## src/rtl/reset_sequencer.sv

```systemverilog
// Staged reset sequencer: merges power-on, synchronised external, and internal reset
// requests into one event, holds every domain, then releases the domains in order.
module reset_sequencer #(
  parameter int NUM_INT      = 2,
  parameter int NUM_OUTPUTS  = 3,
  parameter int HOLD_CYCLES  = 4095,
  parameter int STAGE_CYCLES = 16,
  parameter int SYNC_STAGES  = 3
) (
  input  logic                   clk,
  input  logic                   reset,
  input  logic                   ext_reset_n,
  input  logic                   soft_reset,
  input  logic [NUM_INT-1:0]     int_reset,
  input  logic                   cause_clr,
  output logic [NUM_OUTPUTS-1:0] rst_out,
  output logic                   busy,
  output logic [NUM_INT+1:0]     cause
);

  localparam int CNT_MAX = (HOLD_CYCLES > STAGE_CYCLES) ? HOLD_CYCLES : STAGE_CYCLES;
  localparam int CW      = $clog2(CNT_MAX + 1);
  localparam int SW      = (NUM_OUTPUTS > 1) ? $clog2(NUM_OUTPUTS) : 1;

  localparam logic [CW-1:0] HOLD_LAST   = CW'(HOLD_CYCLES - 1);
  localparam logic [CW-1:0] STAGE_LAST  = CW'(STAGE_CYCLES - 1);
  localparam logic [SW-1:0] STAGE_FINAL = SW'(NUM_OUTPUTS - 1);

  typedef enum logic [1:0] {
    ASSERT  = 2'd0,
    RELEASE = 2'd1,
    RUN     = 2'd2
  } state_t;

  state_t                 state;
  logic [CW-1:0]          count;
  logic [SW-1:0]          stage;
  logic [SYNC_STAGES-1:0] sync_chain;
  logic                   ext_dly;
  logic                   ext_edge;
  logic                   ext_trig;
  logic                   trig;

  // Falling edge of the synchronised pin; a pin held low yields a single pulse.
  assign ext_edge = ext_dly & ~sync_chain[SYNC_STAGES-1];
  assign ext_trig = ext_edge & ~soft_reset;
  assign trig     = ext_trig | (|int_reset);

  always_ff @(posedge clk) begin
    if (reset) begin
      state      <= ASSERT;
      count      <= '0;
      stage      <= '0;
      rst_out    <= '1;
      busy       <= 1'b1;
      cause      <= {{(NUM_INT + 1){1'b0}}, 1'b1};
      sync_chain <= '0;
      ext_dly    <= 1'b0;
    end else begin
      sync_chain <= {sync_chain[SYNC_STAGES-2:0], ext_reset_n};
      ext_dly    <= sync_chain[SYNC_STAGES-1];
      // A clear and a fresh trigger in the same cycle keep only the new trigger's bits.
      cause      <= (cause_clr ? '0 : cause) | {int_reset, ext_trig, 1'b0};

      if (trig) begin
        state   <= ASSERT;
        count   <= '0;
        stage   <= '0;
        rst_out <= '1;
        busy    <= 1'b1;
      end else begin
        case (state)
          ASSERT: begin
            if (count == HOLD_LAST) begin
              rst_out[0] <= 1'b0;
              count      <= '0;
              if (NUM_OUTPUTS == 1) begin
                state <= RUN;
                busy  <= 1'b0;
              end else begin
                state <= RELEASE;
                stage <= SW'(1);
              end
            end else begin
              count <= count + 1'b1;
            end
          end
          RELEASE: begin
            if (count == STAGE_LAST) begin
              rst_out[stage] <= 1'b0;
              count          <= '0;
              if (stage == STAGE_FINAL) begin
                state <= RUN;
                busy  <= 1'b0;
              end else begin
                stage <= stage + 1'b1;
              end
            end else begin
              count <= count + 1'b1;
            end
          end
          default: begin
            rst_out <= '0;
            busy    <= 1'b0;
          end
        endcase
      end
    end
  end

endmodule

```

## config.mk

```make
export PLATFORM = sky130hd
export DESIGN_NAME = reset_sequencer
export DESIGN_NICKNAME = d
export VERILOG_FILES = /design/src/rtl/reset_sequencer.sv
export SDC_FILE = /design/constraint.sdc
export NUM_CORES = 1
export LEC_CHECK = 0
export ABC_AREA = 1
export ABC_CLOCK_PERIOD_IN_PS = 2600
export CORE_ASPECT_RATIO = 1.25
export CORE_MARGIN = 4
export CORE_UTILIZATION = 55
export CTS_BUF_LIST = sky130_fd_sc_hd__clkbuf_4 sky130_fd_sc_hd__clkbuf_8
export CTS_CLUSTER_DIAMETER = 60
export DETAILED_ROUTE_END_ITERATION = 12
export PLACE_DENSITY = 0.83
export SLEW_MARGIN = 15
export SYNTH_ARGS = -nofsm -noshare
export SYNTH_HDL_FRONTEND = slang
export SYNTH_SLANG_ARGS = --single-unit
```

## constraint.sdc

```tcl
create_clock -name clk -period 2.6 [get_ports clk]
set_clock_uncertainty 0.1 [all_clocks]
set_input_delay 0.78 -clock clk [delete_from_list [all_inputs] [get_ports clk]]
set_output_delay 0.78 -clock clk [all_outputs]
set_load 0.05 [all_outputs]
```

==> impl_metrics.csv, run 1 <==
group,metric,value,unit
sta,timing.setup.tns,0,ns
cts,clock_path_buffers,2,
placement,gp_congestion,0.8641,
placement,hpwlAfterDp,1.835,mm
pwr,ir_drop,0.4672,mV
cts,cts_max_level,1,
yosys,synth_fp_nets,194,
die,die_w,51.74,um
global_route,grt_pass1_vias,1098,
sta,rsz0062_at_grt,"no",
cells_and_area,register_area,560.5,um^2
detailed_routing,antenna_left,0,
setup_path,critPathKind,"reg -> out",
setup_path,crit_required,1.72,ns
yosys,synth_top_area_share,42.63,%
pwr,power_density,496.9,nW/um^2
placement,dpl_worst_slack,0.2680,ns
detailed_routing,drc_errors,0,
yosys,syn_area_per_cell,7.225,um^2
placement,placement.io_buffers,14,
cells_and_area,syn_to_final_growth,16.94,%
setup_path,critical_path_arrival,1.53,ns
placement,placed_cells,226,
global_route,grt_remaining_overflow,0,
sta,period_needed,2.409,ns
die,ioPinCount,15,
cts,postCtsSetupRepairBufs,0,
pwr,p_leak,0.6777,nW
cts,cts_sinks,28,
cells_and_area,final_cells,230,
yosys,synthCells,182,
sta,max_slew_margin,66.56,%
die,coreArea,2235,um^2
sta,hold_violations,0,
die,rows,19,
die,start_util,58.85,%
cts,cts_tree,"yes",
detailed_routing,post_drt_wl_per_cell,10.67,um
yosys,synth_top_cell_by_area,"dfxtp_1",
global_route,grt_use_total,17.74,%
setup_path,critPathTopFamily,"buffers and inverters",
flow_run,maxCapViolCount,0,
cells_and_area,final_area,1538,um^2
cts,clk-insertion-delay-late,0.33,ns
setup_path,crit_buf_inv,1,
yosys,yosysUniqueCellTypes,26,
yosys,seq_area_frac_synth,42.63,%
yosys,yosysWarnings,0,
cts,ctsResizeCount,0,
cells_and_area,layout-drive-gt1-share,8.543,%
cts,clkTransAtPathRegs,0.14,ns
global_route,grt_first_pass_wirelength,4.388,mm
setup_path,path_max_fanout,2,
die,die-height,62.67,um
sta,layout_setup_ws,0.1913,ns
min_path,hold_path_class,"reg -> reg",
cells_and_area,multi_input_area,620.6,um^2
setup_path,crit_path_cell_trace,"clkdlybuf4s50_1",
cts,cts_buffers,3,
cells_and_area,nNetsFinal,212,
setup_path,cpMaxStageDelayCell,"clkdlybuf4s50_1",
detailed_routing,dr_total_vias,1128,
cts,ctsHoldBuffers,0,
detailed_routing,drt-initial-drc-count,41,
cells_and_area,n_fill_cell,204,
yosys,synth.area.top_cells,"dfxtp_1 43%, nand2_1 12%, nor2_1 9.7%",
detailed_routing,dr.pass1.iters,4,
placement,placed_cell_area,1485,um^2
die,dieArea,3242,um^2
global_route,grt_max_degree,17,
detailed_routing,wl,2.454,mm
cells_and_area,antenna-diode-count,0,
sta,setup_viol_count_final,0,
yosys,ys_seq_elements,28,
global_route,antenna_found_initial,0,
sta,max_freq,415.2,MHz
status,outcome,"finished, final reports clean",
yosys,syn_area,1315,um^2
sta,worst_pin_slew,0.5000,ns
detailed_routing,via_per_inst,4.904,
sta,finalCritPeriodShare,92.64,%
cts,root_buffer,"clkbuf_4",
setup_path,slowest_delay,0.82,ns
setup_path,critPathCaptureType,"primary output",
cells_and_area,final_util,68.81,%
setup_path,startpoint_type,"flop",
sta,maxSlewViolCount,0,
-- area by class of cell --
type                       instances  area share [%]
multi-input combinational        121           40.36
sequential                        28           36.45
timing repair buffer              15           9.601
inverter                          31           7.649
tap                               31           2.522
clock inverter                     1           1.953
clock buffer                       3           1.465
-- sequential cells by signal (all words and copies together) (netlist names) --
name	cells
sync_chain	3
rst_out	3
count	12
stage	2
ext_dly	1
busy	1
state	2
cause	4
-- worst min-delay path, cell delays in order, from the launching register on --
cell     delay (ns)
dfxtp_1        0.33
inv_1          0.04
nor2_1         0.03
-- final timing paths --
kind / from / end / slack (ns) / cells after the start
worst max-delay path: cause[0] / cause[0] / 0.19 / 1
worst min-delay path: sync_chain[1] / sync_chain[2] / 0.32 / 2
worst max register to register: count[0] / count[9] / 0.93 / 8
worst min register to register: sync_chain[1] / sync_chain[2] / 0.32 / 2
-- synth_stat cells --
cell type,instances
a21oi_1,4
buf_2,1
buf_6,1
clkinv_1,1
clkinv_2,1
dfxtp_1,28
ha_1,5
inv_1,28
inv_2,1
nand2_1,41
nand2_2,3
nand2_4,1
nand3_1,6
nand3_2,2
nand3b_1,1
nand4_1,7
nor2_1,34
nor2_2,3
nor2_4,1
nor3_1,1
o211ai_1,1
o21ai_0,2
o21ai_1,1
o22ai_1,1
xnor2_1,2
xor2_1,5
-- per-stage QoR --
stage	power, mW	hold slack [ns]
after global placement	0.4908	0.2961
after CTS	0.7723	0.3223
after global routing	0.7923	0.3363
after detailed placement	0.4923	0.3020
final	0.7641	0.3208
after floorplan	0.4724	0.2883
-- cells by family (layout without fill, tap and decap cells) --
group	count (synthesis)	in the layout	share of synthesized area (%)
flip-flops	28	28	42.63
XOR/XNOR	7	7	4.662
buffers and inverters	33	50	10.18
AO/OA/AOI/OAI	9	9	3.711
AND/OR/NAND/NOR	100	100	34.06
adder cells (fa/ha/maj)	5	5	4.757
-- placed cells by master, fill, tap and decap left out, drive strengths merged, types with 2 or more instances in the layout --
| cell | n |
|---|---|
| a21oi | 4 |
| clkbuf | 3 |
| clkdlybuf4s50 | 14 |
| clkinv | 2 |
| dfxtp | 28 |
| ha | 5 |
| inv | 29 |
| nand2 | 45 |
| nand3 | 8 |
| nand4 | 7 |
| nor2 | 38 |
| o21ai | 3 |
| xnor2 | 2 |
| xor2 | 5 |
-- power breakdown --
| group | switching, mW | internal [mW] | total, mW |
|---|---|---|---|
| Clock | 0.125 | 0.156 | 0.281 |
| Sequential | 0.00357 | 0.435 | 0.439 |
| Combinational | 0.0253 | 0.0187 | 0.0440 |
-- routing by layer --
| layer | up-vias | GRT usage [%] | share of wire, % |
|---|---|---|---|
| met3 | 5 | 3.341 | 2.2 |
| met1 | 521 | 18.10 | 40 |
| met4 | 0 | 11.48 | 1.9 |
| met2 | 11 | 31.53 | 56 |
| met5 | - | 0 | 0 |
| li1 | 591 | - | - |
Note: power is estimated with default switching activity, not from simulation.
==> inputs of run 2 (changes only) <==
- ABC_AREA: 1 -> not set
- CORE_MARGIN: 4 -> not set
==> run 2 against run 1 <==
Net effect: sequential power hardly changed; worst hold slack gained 0.036 ns; fmax is 0.50% higher; die area fell by 16%; combinational power is 11% higher; clock power is 27% lower; power fell by 9.1%; area after synthesis is 4.8% higher; register-to-register slack lost 0.45 ns; critical endpoint unchanged; sequential share of layout area down 1.1 points; count of clock-buffer cells in the layout is 1 higher; critical path type unchanged.
==> impl_metrics.csv, run 2 <==
group,metric,value,unit
status,outcome,"finished, final reports clean",
cells_and_area,final_common_cell,"dfxtp_1",
setup_path,critPathTopFamily,"buffers and inverters",
cts,cts_buffers,3,
pwr,finalPower,0.6944,mW
die,ioPinCount,15,
setup_path,crit_required,1.72,ns
min_path,hold_path_class,"reg -> reg",
sta,period_needed,2.397,ns
cells_and_area,antenna-diode-count,0,
flow_run,maxCapViolCount,0,
sta,rsz0062_at_grt,"no",
yosys,synth-main-ff-cell,"dfxtp_1",
cts,cts_sinks,28,
global_route,grt_pass1_vias,1131,
cells_and_area,largest_reg_flops,12,
cells_and_area,final_area,1585,um^2
detailed_routing,antenna_left,0,
cts,cts_max_level,1,
cts,root_buffer,"clkbuf_4",
global_route,antenna_found_initial,0,
cts,clock_path_buffers,2,
yosys,yosysWarnings,0,
setup_path,critical_path_arrival,1.52,ns
yosys,syn_area,1378,um^2
placement,placement.io_buffers,14,
yosys,syn_area_per_cell,9.500,um^2
global_route,grt_max_degree,18,
cells_and_area,layout-drive-gt1-share,14.37,%
yosys,synthCells,145,
detailed_routing,dr.pass1.iters,4,
placement,gp_congestion,0.8826,
die,die-height,57.96,um
cells_and_area,n_fill_cell,191,
sta,finalCritPeriodShare,92.18,%
placement,placed_cell_area,1549,um^2
global_route,grt_remaining_overflow,0,
cells_and_area,final_util,69.46,%
pwr,p_leak,0.5655,nW
yosys,synth_top_cell_by_area,"dfxtp_1",
pwr,power_density,438.0,nW/um^2
cts,cts_tree,"yes",
cts,clk-insertion-delay-late,0.33,ns
placement,hpwlAfterDp,2.066,mm
setup_path,critPathCaptureType,"primary output",
detailed_routing,drt-initial-drc-count,35,
setup_path,path_max_fanout,2,
sta,timing.setup.tns,0,ns
detailed_routing,dr_total_vias,1128,
sta,maxSlewViolCount,0,
yosys,synth.area.top_cells,"dfxtp_1 41%, ha_1 4.5%, nor2_2 4.1%",
sta,max_freq,417.3,MHz
sta,setup_viol_count_final,0,
global_route,grt_first_pass_wirelength,4.754,mm
yosys,synth_top_area_share,40.69,%
setup_path,slowest_delay,0.81,ns
yosys,synth_edf_count,0,
detailed_routing,via_per_inst,5.906,
detailed_routing,drc_errors,0,
die,die_w,46.77,um
global_route,grt_use_total,23.61,%
yosys,synth_common_cells,"28 x dfxtp_1, 9 x nor2_2, 8 x a21oi_1",
die,rows,19,
setup_path,startpoint_type,"flop",
cts,postCtsSetupRepairBufs,0,
cells_and_area,reg.largest.list,"count: 12 flops, cause: 4 flops",
yosys,ys_seq_elements,28,
yosys,synthArstFlopShare,0,%
die,start_util,60.36,%
sta,hold_violations,0,
sta,max_slew_margin,61.96,%
cells_and_area,syn_to_final_growth,15.08,%
sta,worst_pin_slew,0.5693,ns
detailed_routing,post_drt_wl_per_cell,14.43,um
yosys,yosys.cell_count.top_type,"dfxtp_1",
cells_and_area,largest-register,"count",
cells_and_area,nNetsFinal,173,
yosys,synth_fp_nets,157,
setup_path,crit_buf_inv,1,
pwr,ir_drop,0.3537,mV
die,coreArea,2282,um^2
cts,clkTransAtPathRegs,0.13,ns
die,dieArea,2710,um^2
cts,ctsResizeCount,0,
yosys,yosysUniqueCellTypes,40,
setup_path,r2r_slack,0.48,ns
yosys,seq_area_frac_synth,40.69,%
cells_and_area,final_cell_mix,"28 x dfxtp_1, 14 x clkdlybuf4s50_1, 9 x nor2_2",
cts,ctsHoldBuffers,0,
setup_path,cpMaxStageDelayCell,"clkdlybuf4s50_1",
setup_path,crit_path_cell_trace,"clkdlybuf4s50_1",
setup_path,critPathKind,"reg -> out",
detailed_routing,wl,2.756,mm
[run 2: changes by cell type after synthesis, sizes merged, moves of 4 or more]
cell / previous run / this run
nand2: 45 / 6
nor2b: 0 / 6
a21oi: 4 / 8
nor3: 1 / 7
nor4: 0 / 4
inv: 29 / 6
nor2: 38 / 16
[run 2: cell families after synthesis]
kind of cell | synth area share (%)
AND/OR/NAND/NOR | 36.24
flip-flops | 40.69
AO/OA/AOI/OAI | 9.538
buffers and inverters | 3.270
XOR/XNOR | 5.722
adder cells (fa/ha/maj) | 4.541
[run 2: area by class of cell]
| type | instances | area [um^2] | share of cell area [%] |
|---|---|---|---|
| Sequential cell | 28 | 560.5 | 35.36 |
| Tap cell | 31 | 38.79 | 2.447 |
| Multi-Input combinational cell | 106 | 772.0 | 48.70 |
| Clock buffer | 4 | 36.28 | 2.289 |
| Inverter | 6 | 22.52 | 1.421 |
| Timing Repair Buffer | 16 | 155.1 | 9.787 |
[run 2: report_power, final]
| group | internal (mW) | switching, mW | leakage [nW] |
|---|---|---|---|
| registers | 0.435 | 0.00391 | 0.227 |
| logic | 0.0214 | 0.0274 | 0.317 |
| clock network | 0.0859 | 0.121 | 0.0210 |
[run 2: per-stage QoR]
stage	instances	hold slack, ns	worst slack (ns)
floorplan	145	0.3138	0.6024
global placement	187	0.3166	0.2536
detailed placement	187	0.3313	0.1847
CTS	191	0.3592	0.1939
global route	191	0.3756	0.1508
finish	191	0.3565	0.2034
[run 2: final timing paths]
kind	startpoint	endpoint	cells past startpoint
worst max register to register	count[0]	count[7]	5
worst min-delay path	sync_chain[0]	sync_chain[1]	1
worst max-delay path	cause[0]	cause[0]	1
worst min register to register	sync_chain[0]	sync_chain[1]	1
[run 2: metal layers]
layer  vias to the layer above  GRT usage [%]  share of wire [%]
li1                        548              -                  -
met1                       534          29.22                 44
met2                        37          38.29                 49
met3                         9          3.427                4.8
met4                         0          12.65                2.5
met5                         -              0                  0
==> patch (config.mk and constraints of run 1) <==
The 3 states of `state_t` get a one-hot encoding in 3 bits.
--- a/src/rtl/reset_sequencer.sv
+++ b/src/rtl/reset_sequencer.sv
@@ -28,6 +28,6 @@
 
-  typedef enum logic [1:0] {
-    ASSERT  = 2'd0,
-    RELEASE = 2'd1,
-    RUN     = 2'd2
+  typedef enum logic [2:0] {
+    ASSERT  = 3'b001,
+    RELEASE = 3'b010,
+    RUN     = 3'b100
   } state_t;
Check against the original RTL: no difference found for any inputs over 10 cycles, from zero or initial values and one cycle with reset high; not proved beyond that.
==> patch against run 1 <==
  * Core utilization down 1.2 points
  * Sequential cell count up 1
  * Routed wire length is 17% higher
  * Total power increased by 16%
  * Worst setup slack improved by 0.033 ns
  * Final area up 6.7%
  * Sequential share of layout area decreased by 1.1 points
  * Area after synthesis rose by 6.0%
  * Register-to-register slack lost 0.27 ns
  * Critical path depth is the same
  * Final cell count is 6.1% higher
  * Largest cell class unchanged
  * Largest power group unchanged
  * Highest routed layer unchanged
==> patch: results <==
logic_synthesis:
  yosys-top-cells-count: "nand2_1, nor2_1, dfxtp_1"
  synthesis.nets: 203
  ys_seq_area_frac: 0.417
  synthTopCellsByArea: "dfxtp_1, nand2_1, nor2_1"
power_and_ir_drop:
  ir_worst_vdd_mv: 0.597
  p_leak_uw: 0.000697
  switching_share: 0.215
route:
  initialDrtViolationCount: 50
  routed_wirelength_microns: 2860
  via_count: 1224
global_routing:
  met2_usage: 0.326
  grt_pass1_vias: 1148
  grt_max_degree: 15
  grtUsageTotal: 0.196
  grt.met3_usage: 0.0653
  grtUsageMet1: 0.211
final_layout:
  layout-drive-gt1-share: 0.0806
clock_tree:
  numCtsBuffers: 5
  path_clk_slew_ns: 0.09
placed_design:
  dp_slack_ns: 0.443
  gp_congestion: 0.853
  place_hpwl_microns: 2050
setup_path:
  startpoint: "cause[2]"
  critical_path_arrival_ns: 1.50
status:
  status: "finished clean"
timing:
  relSlewSlack: 0.658
[patch: changes by cell type after synthesis, sizes merged, moves of 2 or more]
cell / change
xnor2: -2
buf: +2
o21ai: +6
nand3: +7
a21oi: +4
nor2: -6
[patch: cells by family (layout without fill, tap and decap cells)]
logic type      count (synthesis)  count (layout)  synth area share
flops                          29              29             0.417
xor+xnor                        6               6            0.0377
simple gates                  100             100             0.326
buf+inv                        33              53             0.106
fa+ha+maj                       5               5            0.0449
compound gates                 18              18            0.0691
[patch: path summary, 6_finish.rpt]
| check | endpoint | slack [ns] | cells after the start |
|---|---|---|---|
| max | cause[2] | 0.22 | 1 |
| min | sync_chain[1] | 0.32 | 2 |
| max reg2reg | count[11] | 0.66 | 8 |
| min reg2reg | sync_chain[1] | 0.32 | 2 |
[patch: metrics by stage]
stage / area (sq um) / cells
final: 1640 / 244
after global routing: 1640 / 244
after CTS: 1640 / 244
after detailed placement: 1550 / 236
after global placement: 1550 / 236
after floorplan: 1390 / 191
[patch: worst reg2reg max path, stage by stage, from the launching register on]
cell	delay, ns
dfxtp_1	0.42
ha_1	0.22
nand3_1	0.11
nor2_1	0.17
nand2_1	0.11
nand2_4	0.11
nand2_1	0.10
o21ai_2	0.40
nor2_1	0.09
[patch: layer usage]
| metal | wire (microns) | vias to the layer above |
|---|---|---|
| met2 | 1470 | 29 |
| met3 | 133 | 10 |
| li1 | - | 633 |
| met5 | 0 | - |
| met1 | 1180 | 552 |
| met4 | 80 | 0 |
[patch: final cells by class]
| class | count | area (sq um) |
|---|---|---|
| Fill cell | 218 | 787 |
| Multi-Input combinational cell | 129 | 666 |
| Sequential cell | 29 | 581 |
| Timing Repair Buffer | 16 | 155 |
| Inverter | 29 | 109 |
| Clock buffer | 6 | 51.3 |
| Tap cell | 33 | 41.3 |
| Clock inverter | 2 | 37.5 |
[patch: power groups by stage]
stage	combinational, uW	clock, uW	sequential (uW)
floorplan	16.0	0	475
global placement	45.1	0	463
detailed placement	46.8	0	464
CTS	47.4	400	453
global route	50.5	419	454
finish	47.1	389	453
